[config.mk]
export PLATFORM = sky130hd
export DESIGN_NAME = updown_counter_repeat
export DESIGN_NICKNAME = d
export VERILOG_FILES = /design/src/rtl/updown_counter_repeat.sv
export SDC_FILE = /design/constraint.sdc
export NUM_CORES = 1
export LEC_CHECK = 0
export ABC_AREA = 0
export CAP_MARGIN = 20
export CORE_MARGIN = 2
export CORE_UTILIZATION = 56
export DETAILED_ROUTE_END_ITERATION = 7
export HOLD_SLACK_MARGIN = 0.15
export PLACE_DENSITY = 0.74
export SLEW_MARGIN = 20
export SYNTH_ARGS = -nofsm -noshare
export SYNTH_HDL_FRONTEND = slang
export SYNTH_SLANG_ARGS = --single-unit
[constraint.sdc]
create_clock -name clk -period 5.25 [get_ports clk]
set_input_delay 0.7875 -clock clk [delete_from_list [all_inputs] [get_ports clk]]
set_output_delay 0.7875 -clock clk [all_outputs]
set_load 0.05 [all_outputs]
[src/rtl/updown_counter_repeat.sv]
// updown_counter_repeat
//   WIDTH-bit up/down counter driven by debounced, synchronised button levels.
//   Each press gives one step. A held inc/dec button auto-repeats after a
//   hold delay. There is also a free-running run-mode tick, and the
//   arithmetic either wraps or saturates.
//
// Ports
//   clk      in   system clock
//   rst      in   synchronous, active-high reset
//   ce       in   clock enable; when low every register holds (rst still acts)
//   buttons  in   [0] inc, [1] dec, [2] run toggle, [3] clear (levels)
//   count    out  current counter value
//   running  out  run mode active
//   limit    out  one-cycle pulse when a step wraps (WRAP=1) or is blocked
//                 at a bound (WRAP=0)
module updown_counter_repeat #(
  parameter int WIDTH             = 4,
  parameter int CYCLES_PER_SECOND = 125_000_000,
  parameter int HOLD_CYCLES       = CYCLES_PER_SECOND / 2,
  parameter int REPEAT_CYCLES     = CYCLES_PER_SECOND / 8,
  parameter bit WRAP              = 1'b1
) (
  input  logic             clk,
  input  logic             rst,
  input  logic             ce,
  input  logic [3:0]       buttons,
  output logic [WIDTH-1:0] count,
  output logic             running,
  output logic             limit
);

  // One timer width serves both timers: it must hold the largest terminal value.
  localparam int MAX_HR = (HOLD_CYCLES > REPEAT_CYCLES) ? HOLD_CYCLES : REPEAT_CYCLES;
  localparam int MAX_T  = (MAX_HR > CYCLES_PER_SECOND) ? MAX_HR : CYCLES_PER_SECOND;
  localparam int TW     = (MAX_T > 1) ? $clog2(MAX_T) : 1;

  localparam logic [TW-1:0]    HOLD_LAST   = TW'(HOLD_CYCLES - 1);
  localparam logic [TW-1:0]    REPEAT_LAST = TW'(REPEAT_CYCLES - 1);
  localparam logic [TW-1:0]    TICK_LAST   = TW'(CYCLES_PER_SECOND - 1);
  localparam logic [WIDTH-1:0] CNT_MAX     = '1;

  typedef enum logic [1:0] {
    ST_IDLE   = 2'd0,
    ST_DELAY  = 2'd1,
    ST_REPEAT = 2'd2
  } state_t;

  state_t           state_reg, state_next;
  logic             dir_up_reg, dir_up_next;      // 1 = UP, 0 = DN
  logic [TW-1:0]    rep_timer_reg, rep_timer_next;
  logic [TW-1:0]    tick_timer_reg, tick_timer_next;
  logic [WIDTH-1:0] count_reg, count_next;
  logic             running_reg, running_next;
  logic             limit_reg, limit_next;
  logic [3:0]       btn_prev_reg;

  logic [3:0]       rise;
  logic             dir_btn;
  logic             step_req;
  logic             step_up;

  // State register. Every register, including the previous-button copy,
  // advances only on ce=1 cycles. A rising edge that arrives while ce=0
  // is therefore still seen on the first enabled cycle.
  always_ff @(posedge clk) begin
    if (rst) begin
      state_reg      <= ST_IDLE;
      dir_up_reg     <= 1'b1;
      rep_timer_reg  <= '0;
      tick_timer_reg <= '0;
      count_reg      <= '0;
      running_reg    <= 1'b0;
      limit_reg      <= 1'b0;
      btn_prev_reg   <= '0;
    end else if (ce) begin
      state_reg      <= state_next;
      dir_up_reg     <= dir_up_next;
      rep_timer_reg  <= rep_timer_next;
      tick_timer_reg <= tick_timer_next;
      count_reg      <= count_next;
      running_reg    <= running_next;
      limit_reg      <= limit_next;
      btn_prev_reg   <= buttons;
    end
  end

  // Next-state logic. The priority order is clear, then the FSM step, then
  // the run tick. Later assignments in this block override earlier ones.
  always_comb begin
    state_next      = state_reg;
    dir_up_next     = dir_up_reg;
    rep_timer_next  = rep_timer_reg;
    tick_timer_next = tick_timer_reg;
    count_next      = count_reg;
    running_next    = running_reg;
    limit_next      = 1'b0;
    step_req        = 1'b0;
    step_up         = 1'b1;

    rise    = buttons & ~btn_prev_reg;
    dir_btn = dir_up_reg ? buttons[0] : buttons[1];

    // Auto-repeat FSM. Edges of the opposite button arriving outside IDLE
    // are simply dropped, because the previous-button register moves on.
    case (state_reg)
      ST_IDLE: begin
        if (rise[0]) begin
          step_req       = 1'b1;
          step_up        = 1'b1;
          dir_up_next    = 1'b1;
          state_next     = ST_DELAY;
          rep_timer_next = '0;
        end else if (rise[1]) begin
          step_req       = 1'b1;
          step_up        = 1'b0;
          dir_up_next    = 1'b0;
          state_next     = ST_DELAY;
          rep_timer_next = '0;
        end
      end
      ST_DELAY: begin
        if (!dir_btn) begin
          state_next     = ST_IDLE;
          rep_timer_next = '0;
        end else if (rep_timer_reg == HOLD_LAST) begin
          step_req       = 1'b1;
          step_up        = dir_up_reg;
          rep_timer_next = '0;
          state_next     = ST_REPEAT;
        end else begin
          rep_timer_next = rep_timer_reg + 1'b1;
        end
      end
      ST_REPEAT: begin
        if (!dir_btn) begin
          state_next     = ST_IDLE;
          rep_timer_next = '0;
        end else if (rep_timer_reg == REPEAT_LAST) begin
          step_req       = 1'b1;
          step_up        = dir_up_reg;
          rep_timer_next = '0;
        end else begin
          rep_timer_next = rep_timer_reg + 1'b1;
        end
      end
      default: begin
        state_next     = ST_IDLE;
        rep_timer_next = '0;
      end
    endcase

    // Run tick. It advances only while the FSM sits in IDLE and stays there,
    // so a press restarts the second from zero and never collides with it.
    if (running_reg && (state_reg == ST_IDLE) && (state_next == ST_IDLE)) begin
      if (tick_timer_reg == TICK_LAST) begin
        tick_timer_next = '0;
        step_req        = 1'b1;
        step_up         = 1'b1;
      end else begin
        tick_timer_next = tick_timer_reg + 1'b1;
      end
    end else begin
      tick_timer_next = '0;
    end

    // Step arithmetic. A blocked or wrapped step raises limit.
    if (step_req) begin
      if (step_up) begin
        if (count_reg == CNT_MAX) begin
          limit_next = 1'b1;
          count_next = WRAP ? '0 : count_reg;
        end else begin
          count_next = count_reg + 1'b1;
        end
      end else begin
        if (count_reg == '0) begin
          limit_next = 1'b1;
          count_next = WRAP ? CNT_MAX : count_reg;
        end else begin
          count_next = count_reg - 1'b1;
        end
      end
    end

    // Clear acts on level (which covers the edge) and overrides any step.
    if (buttons[3]) begin
      count_next      = '0;
      state_next      = ST_IDLE;
      rep_timer_next  = '0;
      tick_timer_next = '0;
      limit_next      = 1'b0;
    end

    // Run toggle is independent of clear.
    if (rise[2]) begin
      running_next    = ~running_reg;
      tick_timer_next = '0;
    end
  end

  // Outputs are driven directly from registers.
  always_comb begin
    count   = count_reg;
    running = running_reg;
    limit   = limit_reg;
  end

endmodule

Yosys cells after proc, flatten, opt, wreduce, memory -nomap -nowiden

Index checks and enable logic that the tools add are counted.

$add $sub $neg: 4
Equality and inequality tests: 7
Mux-type cells: 50
Bitwise logic cells: 3
Reduce and logical (&&, ||, !) cells: 11

Operators by type and width:

| cell                                             | number |
|---|---|
| two-way mux 27 bit                               | 11 |
| case mux 27 bit (3 select lines)                 | 1 |
| adder 27 x 1 -> 27 bit, second input constant    | 2 |
| == test 27 x 24 -> 1 bit, second input constant  | 1 |
| == test 27 x 26 -> 1 bit, second input constant  | 1 |
| == test 27 bit, second input constant            | 1 |
| two-way mux 1 bit                                | 24 |
| two-way mux 4 bit                                | 5 |
| two-way mux 2 bit                                | 6 |
| case mux 1 bit (3 select lines)                  | 2 |
| case mux 2 bit (3 select lines)                  | 1 |
| AND reduction 2 bit                              | 3 |
| adder 4 x 1 -> 4 bit, second input constant      | 1 |
| == test 4 bit, second input constant             | 1 |
| logical NOT 2 bit                                | 2 |
| logical NOT 4 bit                                | 1 |
| inequality test 4 bit, second input constant     | 1 |
| nonzero test 2 bit                               | 2 |
| subtractor 4 x 1 -> 4 bit, second input constant | 1 |
| bitwise AND 3 bit                                | 1 |
| NOT 3 bit                                        | 1 |
| AND reduction 3 bit                              | 1 |
| == test 2 x 1 -> 1 bit, second input constant    | 1 |
| == test 2 bit, second input constant             | 1 |
| other kinds (2)                                  | 3 |

Register bits after elaboration: 66
Bits of input ports: 7
Output and inout bits: 6
Logic and storage cells: 83

Longest topological paths before layout

Gate-level depths: netlist (run 1).

Word-level depth: 11
Mapped depth: 11

Worst setup path before layout (run 1)

No wires, ideal clock.

Path type: input port to flip-flop
Start point: in buttons[3]
End point: reg rep_timer_reg[26]
Setup time: 0.117 ns
Data arrival time: 2.401 ns
Data required time: 5.133 ns
Slack: 2.732 ns
Stages on the path: 8
Buffers on the path: 1
Path through: buf_2 > nand2b_1 > o311ai_1 > nor4_1 > nand3_1 > nor3_1 > xnor2_1 > nor2_1

Cells in the longest elaborated chain, start to end: 2

Ends and longest elaborated chain:

| item                                   | line | text |
|---|---|---|
| start: declaration                     | 26   | `input logic [3:0] buttons,` |
| inequality test 4 bit (no source line) | -    |  |
| AND reduction 2 bit (no source line)   | -    |  |
| end signal: assignment                 | 78   | `rep_timer_reg <= rep_timer_next;` |
| end: declaration                       | 50   | `logic [TW-1:0] rep_timer_reg, rep_timer_next;` |

Several ways; a longest one is shown, not always the timed one.
A chain may end at the register's enable or synchronous reset.

==> results, run 1 <==
- The flow ran to the end, and the final reports show no timing, DRC or antenna violations.
- Max-cap violations in this run came to 0.
- Synthesis produced a netlist with a net count of between 400 and 500.
- Between clock sinks in the finished design, the worst skew comes to 9.396 ps.
- The count of nets after finishing is 497.
- The number of max-slew violations in the final report is 0.
- The fraction of synthesized cell area taken by the top area cell type is 0.3434.
- Setup violations remaining at the end of the flow were counted as 0.
- After routing the design area is around 0.0042 mm2.
- Fill cells in the final layout number about 600.
- The detailed-route via count is 3591.
- The die area is 0.007550 mm2.
- The sequential share of the synthesized area is 0.3434.
- The combinational family with the most area after synthesis is simple AND/OR/NAND/NOR gates.
- After clock tree synthesis, the clock-pin slew on the worst setup and hold paths is around 70 ps.
- Excluding fillers, the count of instances in the completed layout stands at 565.
- The cell taking the most area after synthesis is sky130_fd_sc_hd__dfxtp_1.
- The CTS tree is built.
- The most used flip-flop cell after synthesis is sky130_fd_sc_hd__dfxtp_1.
- The yosys synthesis warning count is 0.
- The cell area after placement is around 0.004 mm2.
- The number of placed I/O pins is 13.
- The first-pass GRT wire length is 14890 um.
- From bottom edge to top edge, the die measures just under 90 um.
- CTS placed an instance of sky130_fd_sc_hd__clkbuf_8 at the clock tree root.
- At the worst endpoint, the required time is 5510 ps.
- Cell internal power was estimated by the tool at 721.4 uW.
- The largest voltage drop on the vdd net is about 110 uV.
- The share of cells above drive strength 1 is 0.05361.
- The via count normalized by instance count is 6.356.
- The number of buffer cells added on primary ports is 12.
- The kind of path behind the tightest hold check is register to register.
- The repair_antennas step left the layout with diodes totalling 0.
- The sequential share of power is 0.531.
- The clock share of power is 0.372.
- The fraction of power spent switching nets is 0.2537.
- The post-cts hold buffer count is 0.
- The portion of total power attributed to combinational logic is 0.098.
- The proportion of synthesized flip-flops having asynchronous set or reset is 0.
- The number of gates resized after CTS is 0.
- On the final layout, the worst hold slack is 476.5 ps.
- The initial antenna violation count was 0.
- The worst setup path is captured at a register.
- After the first detailed-routing iteration, the DRC count stood at 254.
- The number of detailed-route iterations in the first pass is 5.
- The initialized floorplan defines 30 standard-cell rows.
- The number of placed instances, taps included is between 500 and 600.
- Once detail routing completed, the nets flagged for antenna violations numbered 0.
- The number of post-CTS setup repair buffers is 0.
- The number of distinct library cells after synthesis is 64.
- The worst reg-to-reg setup slack is 2290 ps.
- Entering global routing, the biggest net connects 41 pins.
- The net switching power is 245.3 uW.
- In this run the power density over the cells is 232.7 mW/mm2.
- The library cells used most frequently in the layout, excluding fill and tap cells, are sky130_fd_sc_hd__dfxtp_1 (66), sky130_fd_sc_hd__nor2_1 (59), sky130_fd_sc_hd__nand2_1 (32), sky130_fd_sc_hd__nor3_1 (28), sky130_fd_sc_hd__a21oi_1 (26).
- The remaining global-route overflow is 0.
- The final layout contains routed wiring with a total length of roughly 8900 um.
- The startpoint-to-endpoint class of the critical path is primary input to register.
- In this run, synthesis produced a sequential element count of 66.
- The DRC violation count after routing is 0.
- Of the post-synthesis cell area, the part taken by muxes is 0.01724.
- The largest fanout on the critical path is 21.
- In the post-synthesis netlist, the biggest area contributors are sky130_fd_sc_hd__dfxtp_1 (34%), sky130_fd_sc_hd__nor2_1 (5.8%), sky130_fd_sc_hd__nor3_1 (3.6%), sky130_fd_sc_hd__xnor2_1 (3.4%), sky130_fd_sc_hd__a21oi_1 (3.4%).
- The effective utilization at floorplan is 0.5726.
- STA classifies the critical path startpoint as a primary input.
- The floorplan step defined a core boundary enclosing 0.006719 mm2.
- The adder-cell share of the synthesized area is 0.02602.
- The most common cell after layout, fill and taps aside is sky130_fd_sc_hd__dfxtp_1.
- Synthesis handed over a netlist of 477 instances.
- For the worst setup path, the data arrival time is between 3000 and 4000 ps.
- The TritonCTS sink count is 66.
- The combined area of all synthesized cells is 0.003847 mm2.
- From left edge to right edge, the die measures just under 90 um.
- The xor and xnor area share after synthesis is 0.06146.
- The synthesis-to-finish area growth is 8.000%.
- The transition time at the pin with the least slew margin is 1061 ps.
- Dividing the synthesized area by the synthesized cell count gives 8.066 um2.
- The number of flops mapped to enable cells by yosys is 0.
- The number of global-route vias before repair is 3246.
- The depth of the CTS H-tree is 3.
- Detailed placement finished with a half-perimeter wire length of 6106 um.
- Setup repair after global routing left no endpoint under its margin.
- The number of hold-slack violations in the final timing report is 0.
- The worst-skew pair later-pin latency is 350 ps.
- The remaining max-slew budget at the tightest pin is 0.2920.
- The share of the clock period used by the worst path after layout is 0.6231.
- The achievable clock frequency is 305.7 MHz.
- Dividing the detail-routed wire length by the instance count gives about 16 um.
- The total global-route track usage is 0.2460.
- The setup TNS is 0 ps.
- The minimum clock period after layout is 3271 ps.
- The last weighted congestion value of the routability-driven placer is 0.8922.
- The leakage component of the power is 0.001256 uW.
- The synthesized-area fraction occupied by ao, oa, aoi and oai cells is 0.1668.
- Counting along the longest clock path gives a buffer depth of 2.
- The post-synthesis share of cell area spent on and, or, nand and nor gates is 0.3418.
- The clock buffer count from CTS is 9.
## Yosys cell counts (5+ instances only)
master                     count
sky130_fd_sc_hd__dfxtp_1      66
sky130_fd_sc_hd__nand2b_1      5
sky130_fd_sc_hd__xor2_1       12
sky130_fd_sc_hd__and3_1        9
sky130_fd_sc_hd__xnor2_1      15
sky130_fd_sc_hd__or4_1         6
sky130_fd_sc_hd__and2_1        5
sky130_fd_sc_hd__nor2_1       59
sky130_fd_sc_hd__a311oi_1      9
sky130_fd_sc_hd__a41oi_1       5
sky130_fd_sc_hd__nor2b_1       6
sky130_fd_sc_hd__ha_1          8
sky130_fd_sc_hd__buf_2         7
sky130_fd_sc_hd__clkbuf_1     13
sky130_fd_sc_hd__a21oi_1      26
sky130_fd_sc_hd__nand3_1      21
sky130_fd_sc_hd__nand3b_1     10
sky130_fd_sc_hd__nand2_1      32
sky130_fd_sc_hd__nor3_1       28
sky130_fd_sc_hd__nand4_1      19
sky130_fd_sc_hd__o21ai_0      22
sky130_fd_sc_hd__inv_1        17
sky130_fd_sc_hd__nor4_1        8
## stage by stage
step	total power, uW	setup WS [ps]	util
6_report	966.7	1979	0.6184
3_3_place_gp	615.8	1725	0.5957
3_5_place_dp	617.7	1634	0.5957
5_1_grt	1008	1829	0.6184
2_1_floorplan	592.4	2732	-
4_1_cts	970.9	1994	0.6184
## final cells by class
cell class,count,area [um2],area share
clock buffer,14,152.6,0.03674
inverter,17,63.81,0.01536
multi-input combinational,371,2360,0.5679
sequential,66,1321,0.3180
tap,80,100.1,0.02409
timing repair buffer,17,157.7,0.03794
## per-layer routing
metal / global-route usage / share of wire
met1: 0.3223 / 0.46
met2: 0.3921 / 0.47
met3: 0.05972 / 0.051
met4: 0.09233 / 0.019
met5: 0 / 0
## final timing paths
kind                                           end          from  depth (start not counted)
worst max-delay path            tick_timer_reg[25]            ce                          8
worst min-delay path                         limit         limit                          2
worst max register to register  tick_timer_reg[25]  state_reg[1]                         10
worst min register to register               limit         limit                          2
## power groups by stage
stage | clock network [uW] | registers [uW] | logic [uW]
floorplan | 0 | 531 | 61.5
global placement | 0 | 524 | 91.7
detailed placement | 0 | 524 | 93.4
CTS | 364 | 513 | 93.8
global route | 391 | 514 | 103
finish | 359 | 513 | 94.4
## critical path, stage by stage
cell                              delay [ps]
sky130_fd_sc_hd__clkdlybuf4s50_1         470
sky130_fd_sc_hd__inv_1                   270
sky130_fd_sc_hd__or4_1                   600
sky130_fd_sc_hd__buf_4                   220
sky130_fd_sc_hd__nor2_1                  420
sky130_fd_sc_hd__buf_4                   340
sky130_fd_sc_hd__a41oi_1                 140
sky130_fd_sc_hd__a311oi_1                260
## cell families (layout without fill, tap and decap cells)
family,Yosys count,after routing
muxes,6,6
adders and majority gates,8,8
xor gates and xnor gates,27,27
AOI/OAI and AO/OA,93,93
and+or+nand+nor,237,237
DFF,66,66
buffers and inverters,40,48
Note: power is estimated with default switching activity, not from simulation.
==> inputs of run 2 (changes only) <==
Settings changed: CORE_UTILIZATION 56 to 55, PLACE_DENSITY 0.74 to 0.76.
Clock period 5.25 ns to 2.9 ns, I/O delays scaled along.
==> run 2 against run 1 <==
Effect of this change:
- cell count up 4.4%
- non-clock buffer count up 8
- design area up 3.0%
- clock power up 110%
- via count up 0.14%
- die area up 1.7%
- sequential power up 81%
- critical path type is now register to register
- critical endpoint is now count[2]
- highest routed layer unchanged
==> results, run 2 (same netlist as run 1, synthesis figures left out) <==
- The smallest setup slack after layout is 315.8 ps.
- The tool flagged a number of max-cap violations equal to 0.
- After the first detailed-routing iteration, the DRC count stood at 229.
- The fraction of the core area covered by cells at the end of the flow is 0.6300.
- The min-delay analysis places its worst path in the category register to register.
- The startpoint identified for the worst register-to-register timing path is rep_timer_reg[0].
- Measured along the y axis, the die boundary spans 87.64 um.
- IR analysis of the VDD net gives a maximum drop of 293.4 uV.
- The number of gates resized after CTS is 0.
- The final-report setup violation count is 0.
- Final hold analysis gives a worst-case slack of ~490 ps.
- The clock buffer count from CTS is 9.
- In the layout the commonest cells are sky130_fd_sc_hd__dfxtp_1 (66), sky130_fd_sc_hd__nor2_1 (59), sky130_fd_sc_hd__nand2_1 (32), sky130_fd_sc_hd__nor3_1 (28), sky130_fd_sc_hd__a21oi_1 (26).
- After floorplanning, the core was sized to cover 0.006794 mm2.
- The end of the worst hold path is tick_timer_reg[22].
- The number of antenna-violating nets in the routed design is 0.
- In this run, post-CTS hold repair placed 0 buffers.
- The flow ran to the end, and the final reports show no timing, DRC or antenna violations.
- The detailed-route wire length is 9003 um.
- In the routed layout, each cell is associated on average with a via count of 6.095.
- The buffer cell driving the clock tree root is sky130_fd_sc_hd__clkbuf_8.
- The setup TNS is 0 ps.
- The transition time at the pin with the least slew margin is 574.8 ps.
- The number of max-slew violations in the final report is 0.
- The clock slew at the register clock pins of the worst setup and hold paths is ~70 ps.
- For this configuration, the core starts out at a cell density of 0.5663.
- 0 antenna diodes ended up in the layout.
- Data on the critical path is required at its endpoint by around 3200 ps.
- Of all nets on the critical path, the largest fanout is 7.
- The critical path startpoint category is a register.
- The startpoint of the tightest hold check path is tick_timer_reg[22].
- Clock latency on the worst-skew pair, taken at its later pin, is 340 ps.
- The reg-to-reg endpoint is count[2].
- Relative to the synthesized area, the layout overhead comes to 11.25%.
- The CTS tree is built.
- The clock passes through at most 2 buffers.
- The number of hold-slack violations in the final timing report is 0.
- Dividing total power by cell area gives a power density of 434.0 mW/mm2.
- In the final design database the tool counted approximately 500 nets.
- The maximum number of pins on one net before global-route repair is 29.
- The slowest stage of the critical path belongs to the cell sky130_fd_sc_hd__a221oi_4.
- Clock tree synthesis found a total of 66 sinks.
- The floorplan step defined a die boundary enclosing 0.007681 mm2.
- Setup repair after global routing left no endpoint under its margin.
- On the worst path, the slowest cell contributes a delay of 510 ps.
- Counting instances, the worst hold path has a depth of 1.
- In this run the tightest slew margin relative to its limit is 0.6107.
- In the final routed layout, each cell accounts on average for 15.26 um.
- The depth of the most critical reg-to-reg path is 8.
- The number of placed I/O pins is 13.
- The depth of the CTS H-tree is 3.
- In the global route stage, overall resource usage came out at 0.2494.
- The remaining global-route overflow is 0.
- Based on the critical path, the design can be clocked at up to between 300 and 400 MHz.
- The share of cells above drive strength 1 is 0.07490.
- The signal on the critical path passes through ha_1, nor2b_1, and3_1, nand3_1, a221oi_4, mux2_4, o21ai_0, o2bb2ai_1.
- The routed layout has 3596 vias.
- The worst setup path is of the register to register kind.
- The endpoint class of the critical path is a register.
- After clock tree synthesis, the setup repair step added 0 buffers.
- Of the available clock period, the critical path in the final layout requires 0.8911.
- For the final database, setup skew stands at 9.845 ps.
- The leakage component of the power is 0.001317 uW.
- Counting I/O delays and the setup requirement, the final critical path takes around 2600 ps.
- The half-perimeter wire length after detailed placement is 6311 um.
- The first detailed-routing pass took 4 iterations.
- At the end of routability-driven placement, the weighted congestion stood at roughly 0.92.
- The first global-routing pass estimated around 15000 um of wire.
- The number of global-route vias before repair is roughly 3200.
- The floorplan has 30 rows.
- From left edge to right edge, the die measures about 88 um.
- The data arrival time of the critical path is 2840 ps.
- The DRC violation count after routing is 0.
- The post-placement setup slack is 200.7 ps.
- The library cell used most frequently in the layout, excluding fill and tap cells, is sky130_fd_sc_hd__dfxtp_1.
- The number of buffer cells added on primary ports is 12.
- The setup check on the worst reg-to-reg path leaves a slack of 320 ps.
- The initial antenna violation count is 0.
run 2: cell types whose count changed in the layout (fill, tap and decap cells not counted):
cell	previous run	this run
sky130_fd_sc_hd__buf_12	0	1
sky130_fd_sc_hd__buf_4	5	12
sky130_fd_sc_hd__clkinv_2	0	2
sky130_fd_sc_hd__clkbuf_1	4	2
sky130_fd_sc_hd__bufinv_16	0	1
run 2: routing by layer:
metal | wire [um] | vias to the layer above | GRT usage
met5 | 0 | - | 0
met4 | 136 | 0 | 0.1049
met3 | 516 | 13 | 0.04995
met2 | 3734 | 107 | 0.3457
met1 | 4616 | 1692 | 0.3738
li1 | - | 1784 | -
run 2: stage by stage:
step	total power (uW)	cells	instance area, um2
floorplan	1072	477	3847
global placement	1123	575	4095
detailed placement	1127	575	4095
CTS	1875	590	4280
global route	1930	590	4280
finish	1858	590	4280
run 2: report_power, final:
| part | switching (uW) | internal [uW] |
|---|---|---|
| sequential | 12.1 | 917 |
| combinational | 110 | 69.2 |
| clock | 336 | 414 |
| total | 458 | 1400 |
run 2: how the worst max path moves through the flow:
stage | cells after the start | from | to
floorplan | 9 | tick_timer_reg[0] | tick_timer_reg[7]
global placement | 8 | buttons[1] | tick_timer_reg[26]
detailed placement | 8 | buttons[1] | tick_timer_reg[26]
CTS | 7 | rep_timer_reg[14] | count[2]
global route | 8 | rep_timer_reg[0] | count[2]
finish | 8 | rep_timer_reg[0] | count[2]
run 2: final cells by class:
class / instances / area, um2
tap: 96 / 120.1
clock inverter: 3 / 40.04
timing repair buffer: 25 / 230.2
multi-input combinational: 371 / 2360
clock buffer: 12 / 145.1
sequential: 66 / 1321
fill: 598 / 2514
inverter: 17 / 63.81
run 2: worst max-delay path: cells and delay by family (launching register included):
family,cells,cell delay [ps]
AO/OA/AOI/OAI,3,830
adder cells (fa/ha/maj),1,250
flip-flops,1,390
multiplexers,1,350
AND/OR/NAND/NOR,3,680
==> inputs of run 3 (changes only) <==
Settings changed: CORE_MARGIN 2 to unset.
==> run 3 against run 2 <==
Effect of this change:
- critical path depth unchanged
- clock skew up 4.5 ps
- sequential share of layout area increased by 0.10 points
- clock power is essentially flat
- via count is 1.4% higher
- flip-flop and latch count unchanged
- global-route usage is 1.4 points higher
- utilization decreased by 0.20 points
- critical path type unchanged
- critical endpoint unchanged
- largest cell class unchanged
- largest power group unchanged
==> results, run 3 (same netlist as run 1, synthesis figures left out) <==
- For the pin with the worst max-slew slack, the measured transition is 546.1 ps.
- In this run, post-CTS repair resized a total of 0 instances.
- The effective utilization at floorplan is 0.5663.
- The post-route cell area is 0.004267 mm2.
- The number of detailed-route iterations in the first pass is 5.
- Dividing the final minimum period by the clock period gives 0.8960.
- The cell area after placement is ~0.0041 mm2.
- The clock share of power is 0.403.
- After clock tree synthesis, the clock-pin slew on the worst setup and hold paths is roughly 70 ps.
- The startpoint-to-endpoint class of the critical path is register to register.
- In this run the power spent charging and discharging nets is 475.6 uW.
- The number of global-route vias before repair is 3254.
- The number of design-rule violations left by the first detailed-router iteration is ~280.
- In this run the power density over the cells is around 440 mW/mm2.
- The sequential share of power is 0.500.
- The tool flagged a number of max-cap violations equal to 0.
- CTS built an H-tree with a depth of 3.
- Setup repair after global routing left no endpoint under its margin.
- The net count of the finished layout is between 500 and 600.
- The largest single stage delay on the critical path is 520 ps.
- During placement, the flow inserted port buffers numbering 12.
- The largest individual stage delay along the critical path comes from the cell sky130_fd_sc_hd__a221oi_4.
- The core region is 0.006794 mm2.
- Summed over all cells, the static leakage comes to 0.001307 uW.
- The number of max-slew violations in the final report came to 0.
- The largest fanout on the critical path is 7.
- Pin placement for this block handled 13 I/O pins.
- The clock buffer count from CTS is 9.
- At the end of routability-driven placement, the weighted congestion stood at 0.8860.
- For this run, design rule violations remaining after detail routing come to 0.
- The number of antenna-violating nets in the routed design is 0.
- The final-report setup violation count is 0.
- The critical path startpoint category is a register.
- TritonCTS built the clock tree.
- The detailed-route wire length is 9126 um.
- The number of hold buffers added after CTS was 0.
- Across the routed clock network, the largest skew measured is 14.32 ps.
- In the final layout, the share of cells above drive strength 1 is 0.07085.
- The share of total power dissipated in combinational logic is 0.097.
- The detailed-route wire length per cell is 15.47 um.
- The total power of the final layout is 1857 uW.
- For this run the aggregate overflow at the end of global routing stands at 0.
- The first-pass GRT wire length is 15480 um.
- After layout, the minimum clock period comes to 2598 ps.
- The number of diodes is 0.
- The path class of the tightest hold or removal check is register to register.
- The horizontal die dimension is between 80 and 90 um.
- The wire-length estimate of the detail-placed layout is 6256 um.
- Timing would allow up to 384.8 MHz.
- The number of hold-slack violations in the final timing report is 0.
- VDD sags by at most approximately 220 uV.
- For this design, the sink count on the clock tree is 66.
- After detailed routing, the number of vias per cell comes to slightly above 6.
- The data arrival time of the critical path is approximately 2900 ps.
- The total global-route track usage is 0.2629.
- The initial antenna violation count came to 0.
- The critical path's top delay family is compound AO/OA/AOI/OAI gates.
- Once layout is complete, the cells apart from fillers number between 500 and 600.
- The worst-skew pair later-pin latency is 350 ps.
- Counting both buffers and inverters, the worst setup path holds a total of 0.
- In this run the core area contains 30 standard-cell rows.
- The critical path goes through ha_1, nor2b_1, and3_1, nand3_1, a221oi_4, mux2_4, o21ai_0, o2bb2ai_1.
- The fraction of the core area covered by cells at the end of the flow is 0.6280.
- The detailed-route via count is 3646.
- The library cell used most frequently in the layout, excluding fill and tap cells, is sky130_fd_sc_hd__dfxtp_1.
- Leaving out fill and tap cells, the most frequent cells in the layout are sky130_fd_sc_hd__dfxtp_1 (66), sky130_fd_sc_hd__nor2_1 (59), sky130_fd_sc_hd__nand2_1 (32), sky130_fd_sc_hd__nor3_1 (28), sky130_fd_sc_hd__a21oi_1 (26).
- Entering global routing, the biggest net connects 30 pins.
- In this run the deepest clock path goes through 2 buffers.
- The internal cell power is 1381 uW.
- The die extent in y is 85.64 um.
- After detailed placement, the design holds a cell count of ~570.
- The floorplan step defined a die boundary enclosing 0.007334 mm2.
- The fraction of power spent switching nets is 0.2561.
- The tree is rooted in a sky130_fd_sc_hd__clkbuf_8.
- The setup TNS is 0 ps.
- The flow ran to the end, and the final reports show no timing, DRC or antenna violations.
- The remaining max-slew budget at the tightest pin is 0.6301.
- STA classifies the critical path endpoint as a register.
- Compared with the post-synthesis result, the final layout area differs by 10.89%.
- The required time reported for the critical path endpoint is 3160 ps.
- The number of post-CTS setup repair buffers is 0.
-- run 3: cell types whose count changed in the layout (fill, tap and decap cells not counted), sizes merged --
| cell | previous run | this run |
|---|---|---|
| buf | 13 | 12 |
| clkbuf | 12 | 13 |
-- run 3: metal layers --
| metal | routed length, um | share of wire | track usage | vias up |
|---|---|---|---|---|
| li1 | - | - | - | 1777 |
| met1 | 4602 | 0.50 | 0.3933 | 1718 |
| met2 | 3808 | 0.42 | 0.3687 | 135 |
| met3 | 584 | 0.064 | 0.04139 | 16 |
| met4 | 130 | 0.014 | 0.1197 | 0 |
| met5 | 0 | 0 | 0 | - |
-- run 3: per-stage QoR --
step | setup slack [ps] | hold WS, ps
2_1_floorplan | 611.6 | 445.8
3_3_place_gp | 304.5 | 473.6
3_5_place_dp | 170.6 | 465.5
4_1_cts | 330.6 | 475.5
5_1_grt | 150.6 | 509.9
6_report | 301.6 | 480.1
-- run 3: path summary, 6_finish.rpt --
kind | start | to | slack (ps) | depth (start not counted)
min | limit | limit | 480 | 2
min reg2reg | limit | limit | 480 | 2
max | rep_timer_reg[0] | count[2] | 300 | 8
max reg2reg | rep_timer_reg[0] | count[2] | 300 | 8
-- run 3: power by group through the flow --
stage	clock network (uW)	logic [uW]	registers, uW
finish	749	180	929
global route	797	195	929
CTS	747	178	928
detailed placement	0	176	949
global placement	0	173	948
floorplan	0	111	961
-- run 3: area by class of cell --
cell class	instances	area (um2)
clock inverter	3	40.04
timing repair buffer	24	222.7
multi-input combinational	371	2360
clock buffer	13	138.9
tap	96	120.1
sequential	66	1321
fill	597	2527
inverter	17	63.81
-- run 3: worst min-delay path: cells and delay by family, from the launching register on --
| kind | cells | cell delay (ps) |
|---|---|---|
| compound gates | 1 | 70 |
| buf+inv | 1 | 50 |
| flops | 1 | 310 |
